--- config.mk ---
export PLATFORM = sky130hd
export DESIGN_NAME = alu_seq_core_flat
export DESIGN_NICKNAME = d
export VERILOG_FILES = /design/src/rtl/alu_seq_core_if.sv /design/src/rtl/alu_seq_core.sv /design/src/flat_wrapper.sv
export SDC_FILE = /design/constraint.sdc
export NUM_CORES = 1
export LEC_CHECK = 0
export ABC_AREA = 1
export CORE_MARGIN = 10
export CORE_UTILIZATION = 38
export CTS_BUF_LIST = sky130_fd_sc_hd__clkbuf_16
export CTS_CLUSTER_DIAMETER = 120
export DETAILED_ROUTE_END_ITERATION = 8
export GPL_ROUTABILITY_DRIVEN = 0
export GPL_TIMING_DRIVEN = 0
export HOLD_SLACK_MARGIN = 0.06
export SLEW_MARGIN = 0
export SYNTH_ARGS = -nofsm -noshare
export SYNTH_HDL_FRONTEND = slang
export SYNTH_SLANG_ARGS = --single-unit
export TNS_END_PERCENT = 20
--- constraint.sdc ---
create_clock -name clk -period 2.3 [get_ports clk]
set_clock_uncertainty 0.1 [all_clocks]
set_input_delay 0.575 -clock clk [delete_from_list [all_inputs] [get_ports clk]]
set_output_delay 0.575 -clock clk [all_outputs]
set_load 0.01 [all_outputs]
--- src/rtl/alu_seq_core_if.sv ---
// Request/response bundle for alu_seq_core: operands and start in, result and flags out.
interface alu_seq_core_if #(
  parameter int WIDTH = 8
);
  logic             start;
  logic [2:0]       op;
  logic [WIDTH-1:0] a;
  logic [WIDTH-1:0] b;
  logic             busy;
  logic             done;
  logic [WIDTH-1:0] result;
  logic [WIDTH-1:0] result_hi;
  logic             carry;
  logic             zero;
  logic             ovf;

  modport master (
    output start, op, a, b,
    input  busy, done, result, result_hi, carry, zero, ovf
  );

  modport slave (
    input  start, op, a, b,
    output busy, done, result, result_hi, carry, zero, ovf
  );
endinterface

--- src/rtl/alu_seq_core.sv ---
// Registered ALU with start/busy/done handshake; iterative shift-add MUL and restoring DIV.
// Define ALU_SAT_EN to make ADD/SUB saturate instead of wrapping.
module alu_seq_core #(
  parameter int WIDTH = 8,
  parameter int SHW   = $clog2(WIDTH)
) (
  input  logic          clk,
  input  logic          rst,
  alu_seq_core_if.slave bus
);
  localparam int CW = $clog2(WIDTH + 1);

  localparam logic [2:0] OP_ADD = 3'b000;
  localparam logic [2:0] OP_SUB = 3'b001;
  localparam logic [2:0] OP_AND = 3'b010;
  localparam logic [2:0] OP_OR  = 3'b011;
  localparam logic [2:0] OP_XOR = 3'b100;
  localparam logic [2:0] OP_SHL = 3'b101;
  localparam logic [2:0] OP_MUL = 3'b110;

  typedef enum logic [1:0] {S_IDLE, S_EXEC1, S_ITER, S_DONE} state_t;

  state_t           state_q, state_d;
  logic [2:0]       op_q, op_d;
  logic [WIDTH-1:0] a_q, a_d;
  logic [WIDTH-1:0] b_q, b_d;
  logic [WIDTH-1:0] hi_q, hi_d;
  logic [WIDTH-1:0] lo_q, lo_d;
  logic [CW-1:0]    cnt_q, cnt_d;
  logic [WIDTH-1:0] res_q, res_d;
  logic [WIDTH-1:0] rhi_q, rhi_d;
  logic             c_q, c_d;
  logic             z_q, z_d;
  logic             v_q, v_d;

  logic [WIDTH:0]   add_s, sub_s, shl_s;
  logic [WIDTH-1:0] s1_res;
  logic             s1_c, s1_v;
  logic [WIDTH-1:0] mul_add;
  logic [WIDTH:0]   mul_sum;
  logic [WIDTH:0]   div_sh;
  logic             div_ge;
  logic [WIDTH-1:0] div_sub;

  always_ff @(posedge clk) begin
    if (rst) begin
      state_q <= S_IDLE;
      op_q    <= '0;
      a_q     <= '0;
      b_q     <= '0;
      hi_q    <= '0;
      lo_q    <= '0;
      cnt_q   <= '0;
      res_q   <= '0;
      rhi_q   <= '0;
      c_q     <= 1'b0;
      z_q     <= 1'b0;
      v_q     <= 1'b0;
    end else begin
      state_q <= state_d;
      op_q    <= op_d;
      a_q     <= a_d;
      b_q     <= b_d;
      hi_q    <= hi_d;
      lo_q    <= lo_d;
      cnt_q   <= cnt_d;
      res_q   <= res_d;
      rhi_q   <= rhi_d;
      c_q     <= c_d;
      z_q     <= z_d;
      v_q     <= v_d;
    end
  end

  // Single-cycle datapath; the extra top bit of each sum carries carry/borrow/shift-out.
  always_comb begin
    add_s  = {1'b0, a_q} + {1'b0, b_q};
    sub_s  = {1'b0, a_q} - {1'b0, b_q};
    shl_s  = {1'b0, a_q} << b_q[SHW-1:0];
    s1_res = '0;
    s1_c   = 1'b0;
    s1_v   = 1'b0;
    case (op_q)
      OP_ADD: begin
        s1_res = add_s[WIDTH-1:0];
        s1_c   = add_s[WIDTH];
        s1_v   = (a_q[WIDTH-1] == b_q[WIDTH-1]) && (add_s[WIDTH-1] != a_q[WIDTH-1]);
`ifdef ALU_SAT_EN
        if (add_s[WIDTH]) s1_res = '1;
`endif
      end
      OP_SUB: begin
        s1_res = sub_s[WIDTH-1:0];
        s1_c   = sub_s[WIDTH];
        s1_v   = (a_q[WIDTH-1] != b_q[WIDTH-1]) && (sub_s[WIDTH-1] != a_q[WIDTH-1]);
`ifdef ALU_SAT_EN
        if (sub_s[WIDTH]) s1_res = '0;
`endif
      end
      OP_AND: s1_res = a_q & b_q;
      OP_OR:  s1_res = a_q | b_q;
      OP_XOR: s1_res = a_q ^ b_q;
      OP_SHL: begin
        s1_res = shl_s[WIDTH-1:0];
        s1_c   = shl_s[WIDTH];
      end
      default: ;
    endcase
  end

  // Iteration datapath: hi/lo act as {acc, multiplier} for MUL and {remainder, dividend} for DIV.
  always_comb begin
    mul_add = lo_q[0] ? a_q : {WIDTH{1'b0}};
    mul_sum = {1'b0, hi_q} + {1'b0, mul_add};
    div_sh  = {hi_q, lo_q[WIDTH-1]};
    div_ge  = div_sh >= {1'b0, b_q};
    div_sub = div_sh[WIDTH-1:0] - b_q;
  end

  always_comb begin
    state_d = state_q;
    op_d    = op_q;
    a_d     = a_q;
    b_d     = b_q;
    hi_d    = hi_q;
    lo_d    = lo_q;
    cnt_d   = cnt_q;
    res_d   = res_q;
    rhi_d   = rhi_q;
    c_d     = c_q;
    z_d     = z_q;
    v_d     = v_q;
    case (state_q)
      S_IDLE: begin
        if (bus.start) begin
          op_d    = bus.op;
          a_d     = bus.a;
          b_d     = bus.b;
          cnt_d   = '0;
          hi_d    = '0;
          lo_d    = (bus.op == OP_MUL) ? bus.b : bus.a;
          state_d = (bus.op[2:1] == 2'b11) ? S_ITER : S_EXEC1;
        end
      end
      S_EXEC1: begin
        res_d   = s1_res;
        rhi_d   = '0;
        c_d     = s1_c;
        z_d     = (s1_res == '0);
        v_d     = s1_v;
        state_d = S_DONE;
      end
      S_ITER: begin
        if (cnt_q == CW'(WIDTH)) begin
          c_d     = 1'b0;
          state_d = S_DONE;
          if (op_q == OP_MUL) begin
            res_d = lo_q;
            rhi_d = hi_q;
            z_d   = (lo_q == '0) && (hi_q == '0);
            v_d   = 1'b0;
          end else if (b_q == '0) begin
            res_d = '1;
            rhi_d = a_q;
            z_d   = 1'b0;
            v_d   = 1'b1;
          end else begin
            res_d = lo_q;
            rhi_d = hi_q;
            z_d   = (lo_q == '0);
            v_d   = 1'b0;
          end
        end else begin
          cnt_d = cnt_q + CW'(1);
          if (op_q == OP_MUL) begin
            hi_d = mul_sum[WIDTH:1];
            lo_d = {mul_sum[0], lo_q[WIDTH-1:1]};
          end else begin
            hi_d = div_ge ? div_sub : div_sh[WIDTH-1:0];
            lo_d = {lo_q[WIDTH-2:0], div_ge};
          end
        end
      end
      S_DONE:  state_d = S_IDLE;
      default: state_d = S_IDLE;
    endcase
  end

  assign bus.busy      = (state_q != S_IDLE);
  assign bus.done      = (state_q == S_DONE);
  assign bus.result    = res_q;
  assign bus.result_hi = rhi_q;
  assign bus.carry     = c_q;
  assign bus.zero      = z_q;
  assign bus.ovf       = v_q;
endmodule

--- src/flat_wrapper.sv ---
// flat-port wrapper written by rule: the top's interface ports become plain ports
module alu_seq_core_flat 
#(
  parameter int WIDTH = 8,
  parameter int SHW   = $clog2(WIDTH)
)
  (clk, rst, bus_start, bus_op, bus_a, bus_b, bus_busy, bus_done, bus_result, bus_result_hi, bus_carry, bus_zero, bus_ovf);
  alu_seq_core_if #(.WIDTH(WIDTH)) bus_i ();
  input  logic clk;
  input  logic rst;
  input wire logic [$bits(bus_i.start)-1:0] bus_start;
  input wire logic [$bits(bus_i.op)-1:0] bus_op;
  input wire logic [$bits(bus_i.a)-1:0] bus_a;
  input wire logic [$bits(bus_i.b)-1:0] bus_b;
  output wire logic [$bits(bus_i.busy)-1:0] bus_busy;
  output wire logic [$bits(bus_i.done)-1:0] bus_done;
  output wire logic [$bits(bus_i.result)-1:0] bus_result;
  output wire logic [$bits(bus_i.result_hi)-1:0] bus_result_hi;
  output wire logic [$bits(bus_i.carry)-1:0] bus_carry;
  output wire logic [$bits(bus_i.zero)-1:0] bus_zero;
  output wire logic [$bits(bus_i.ovf)-1:0] bus_ovf;
  assign bus_i.start = bus_start;
  assign bus_i.op = bus_op;
  assign bus_i.a = bus_a;
  assign bus_i.b = bus_b;
  assign bus_busy = bus_i.busy;
  assign bus_done = bus_i.done;
  assign bus_result = bus_i.result;
  assign bus_result_hi = bus_i.result_hi;
  assign bus_carry = bus_i.carry;
  assign bus_zero = bus_i.zero;
  assign bus_ovf = bus_i.ovf;
  alu_seq_core #(.WIDTH(WIDTH), .SHW(SHW)) u_core (.clk(clk), .rst(rst), .bus(bus_i));
endmodule
==> flow_summary.yaml <==
status:
  status: "completed"
global_route:
  first_global_vias: 5368
  grt_use_total_pct: 20.1
  gr-total-overflow: 0
  grt_pass1_wl_mm: 29.4
  antenna_found_initial: 0
  grt_max_degree: 15
route:
  vias: 5887
  viasPerCell: 5.49
  wl_per_cell_um: 17.7
  initialDrtViolationCount: 759
  firstDrtPassIters: 8
  routed_wl_mm: 18.9
  drc: 0
  antenna_left: 0
synth:
  synth_area_leaders: "dfxtp_1 23%, nand2_1 14%, ha_1 12%"
  yosys.area.top_type: "dfxtp_1"
  synthAdderAreaFrac_pct: 13.2
  ys_ff_latch: 60
  yosys_warnings: 0
  synth_top_family_by_area: "simple AND/OR/NAND/NOR gates"
  synth_edf_count: 0
  synth_mux_area_share_pct: 0
  syn_inst: 826
  synth.distinct_cells: 40
  synth_compound_area_share_pct: 19.4
  syn-num-nets: 900
  synth_ff_type: "dfxtp_1"
  async_flop_share_pct: 0
  synth.avg_cell_area_um2: 6.25
  synth_top_cell_area_share_pct: 23.3
  synthXorXnorAreaFrac_pct: 1.19
  synth_seq_area_share_pct: 23.3
  synth_area_um2: 5160
  synthSimpleGateAreaFrac_pct: 32.6
floorplanning:
  die_h_um: 137
  ioPinCount: 43
  placementRows: 42
  coreArea_um2: 13300
  die_w_um: 137
  die_area_um2: 18600
  initial_utilization_pct: 38.8
clock_network:
  cts_buffer_depth: 2
  cts_num_sinks: 60
  path_clk_slew_ps: 60
  cts_max_level: 3
  root_buffer: "clkbuf_16"
  postCtsHoldBufs: 0
  clock_latency_ps: 330
  cts_tree: "built"
  cts_made_buffers: 9
cells_and_area:
  drive_gt1_share_pct: 15.2
  nets: 966
  mostFrequentLayoutCells: "179 x nand2_1, 92 x nand3_1, 86 x inv_1"
  nFillCells: 1378
  n_antenna_cell: 0
  post-route-util_pct: 48.8
  multiInputGateArea_um2: 3650
  syn2layout_area_growth_pct: 25.8
  final_common_cell: "nand2_1"
  final_cells: 1073
  seq_area_um2: 1230
timing:
  setup_viol_count_final: 0
  maxSlewViolCount: 0
  hold_ws_ps: 362
  worst_slew_pin_slew_ps: 599
  max_freq_ghz: 0.444
  finalCritPeriodShare_pct: 98.0
  fin_crit_ps: 2250
  rsz0062_at_grt: "true"
  fin_ws_ps: 46.4
  hold_violations: 0
  relSlewSlack_pct: 60.1
placed_design:
  place_inst: 1044
  io_buffer_count: 42
  place_hpwl_mm: 14.5
  post-place-ws_ps: -442
worst_setup_path:
  rrSetupSlack_ps: 50
  crit_arrival_ps: 2380
  worstReg2RegEnd: "u_core.bus.result[2]$_SDFFE_PP0P_"
  worstPathRequired_ps: 2430
  crit_end: "u_core.bus.result[2]$_SDFFE_PP0P_"
  r2r_start: "u_core.b_q[0]$_SDFFE_PP0P_"
  cp-startpoint: "u_core.b_q[0]$_SDFFE_PP0P_"
  critPathLaunchType: "flip-flop"
  crit_type: "flip-flop to flip-flop"
  timing.reg2reg.worst_path_depth: 13
  critPathMaxFanout: 4
  worstSetupEndpointType: "flip-flop"
pwr:
  power.total_w: 0.00872
  ir_drop_v: 0.000460
  power_leakage_nw: 2.94
  power_density_nw_per_um2: 1340
flow_run:
  maxCapViolations: 0
min_path:
  hold_class: "flip-flop to flip-flop"
-- cell families (layout without fill, tap and decap cells) --
group	after synthesis	count (layout)
simple gates	388	388
xor+xnor	7	7
compound gates	182	182
buf+inv	137	208
flops	60	60
fa+ha+maj	52	52
-- repair_timing --
action / CTS / global route
gates resized for setup: 39 / 77
endpoints found under the setup margin: 21 / 35
setup buffers: 3 / 14
pin swaps: 1 / 25
-- sequential cells by signal, summed over array words and instances, names as in the netlist --
signal,cells
u_core.bus.result_hi,8
u_core.hi_q,8
u_core.op_q,3
u_core.bus.result,8
u_core.b_q,8
u_core.cnt_q,4
u_core.bus.ovf,1
u_core.bus.carry,1
u_core.a_q,8
u_core.state_q,2
u_core.bus.zero,1
u_core.lo_q,8
-- critical path, stage by stage (launching register included) --
cell,delay [ps]
dfxtp_2,360
ha_2,240
fa_1,420
inv_1,70
nand2_1,40
nand2_1,80
nor2_1,50
nor2_1,110
nand3_1,150
buf_4,170
o22ai_1,140
nand2_1,60
o211ai_1,100
inv_2,40
-- cells in the mapped netlist, types with 2 or more instances --
library cell	n
nand2_1	191
inv_4	2
xor2_1	7
ha_1	48
o21ai_0	61
nand4_1	15
o211ai_1	15
o21ai_1	4
nor3_1	4
a31oi_1	12
buf_2	8
o21bai_1	2
buf_1	3
a21boi_0	2
nand3_1	97
a21oi_1	78
or2_2	4
nor4_1	3
inv_1	97
inv_2	9
fa_1	4
nor2_1	66
dfxtp_1	60
a211oi_1	2
clkbuf_1	17
-- metal layers --
metal	global-route usage (%)	routed length (µm)	vias up	share of wire, %
li1	-	-	2889	-
met1	26.7	8310	2680	44
met2	31.2	8450	278	45
met3	4.29	1630	40	8.6
met4	7.04	552	0	2.9
met5	0	0	-	0
-- metrics by stage --
| step | setup TNS [ps] | instance area (µm²) |
|---|---|---|
| detailed placement | -8570 | 5800 |
| global route | -171 | 6490 |
| floorplan | 0 | 5160 |
| global placement | -8700 | 5800 |
| finish | 0 | 6490 |
| CTS | -28.9 | 6210 |
-- cell type report --
cell class              instances  area share (%)
multi-input cells             629            56.3
flip-flops and latches         60            19.0
repair buffers                 59            8.54
inverters                     108            6.54
clock buffers                   9            3.47
well taps                     176            3.39
plain buffers                  25            2.01
clock inverters                 7           0.810
-- worst min path at each step --
| stage | startpoint | slack (ps) | cells after the start | end |
|---|---|---|---|---|
| global route | u_core.bus.result_hi[7]$_SDFFE_PP0P_ | 380 | 2 | u_core.bus.result_hi[7]$_SDFFE_PP0P_ |
| finish | u_core.bus.result_hi[7]$_SDFFE_PP0P_ | 360 | 2 | u_core.bus.result_hi[7]$_SDFFE_PP0P_ |
| global placement | u_core.bus.result[7]$_SDFFE_PP0P_ | 350 | 2 | u_core.bus.result[7]$_SDFFE_PP0P_ |
| detailed placement | u_core.bus.result_hi[7]$_SDFFE_PP0P_ | 360 | 2 | u_core.bus.result_hi[7]$_SDFFE_PP0P_ |
| CTS | u_core.bus.result_hi[7]$_SDFFE_PP0P_ | 370 | 2 | u_core.bus.result_hi[7]$_SDFFE_PP0P_ |
| floorplan | u_core.hi_q[7]$_SDFFE_PP0P_ | 370 | 2 | u_core.hi_q[7]$_SDFFE_PP0P_ |
-- report_power, final --
group	switching, W	internal, W
Sequential	0.000416	0.00138
Clock	0.000522	0.000731
Combinational	0.00361	0.00207
Total	0.00454	0.00418
Power figures use the tool's default switching activity.
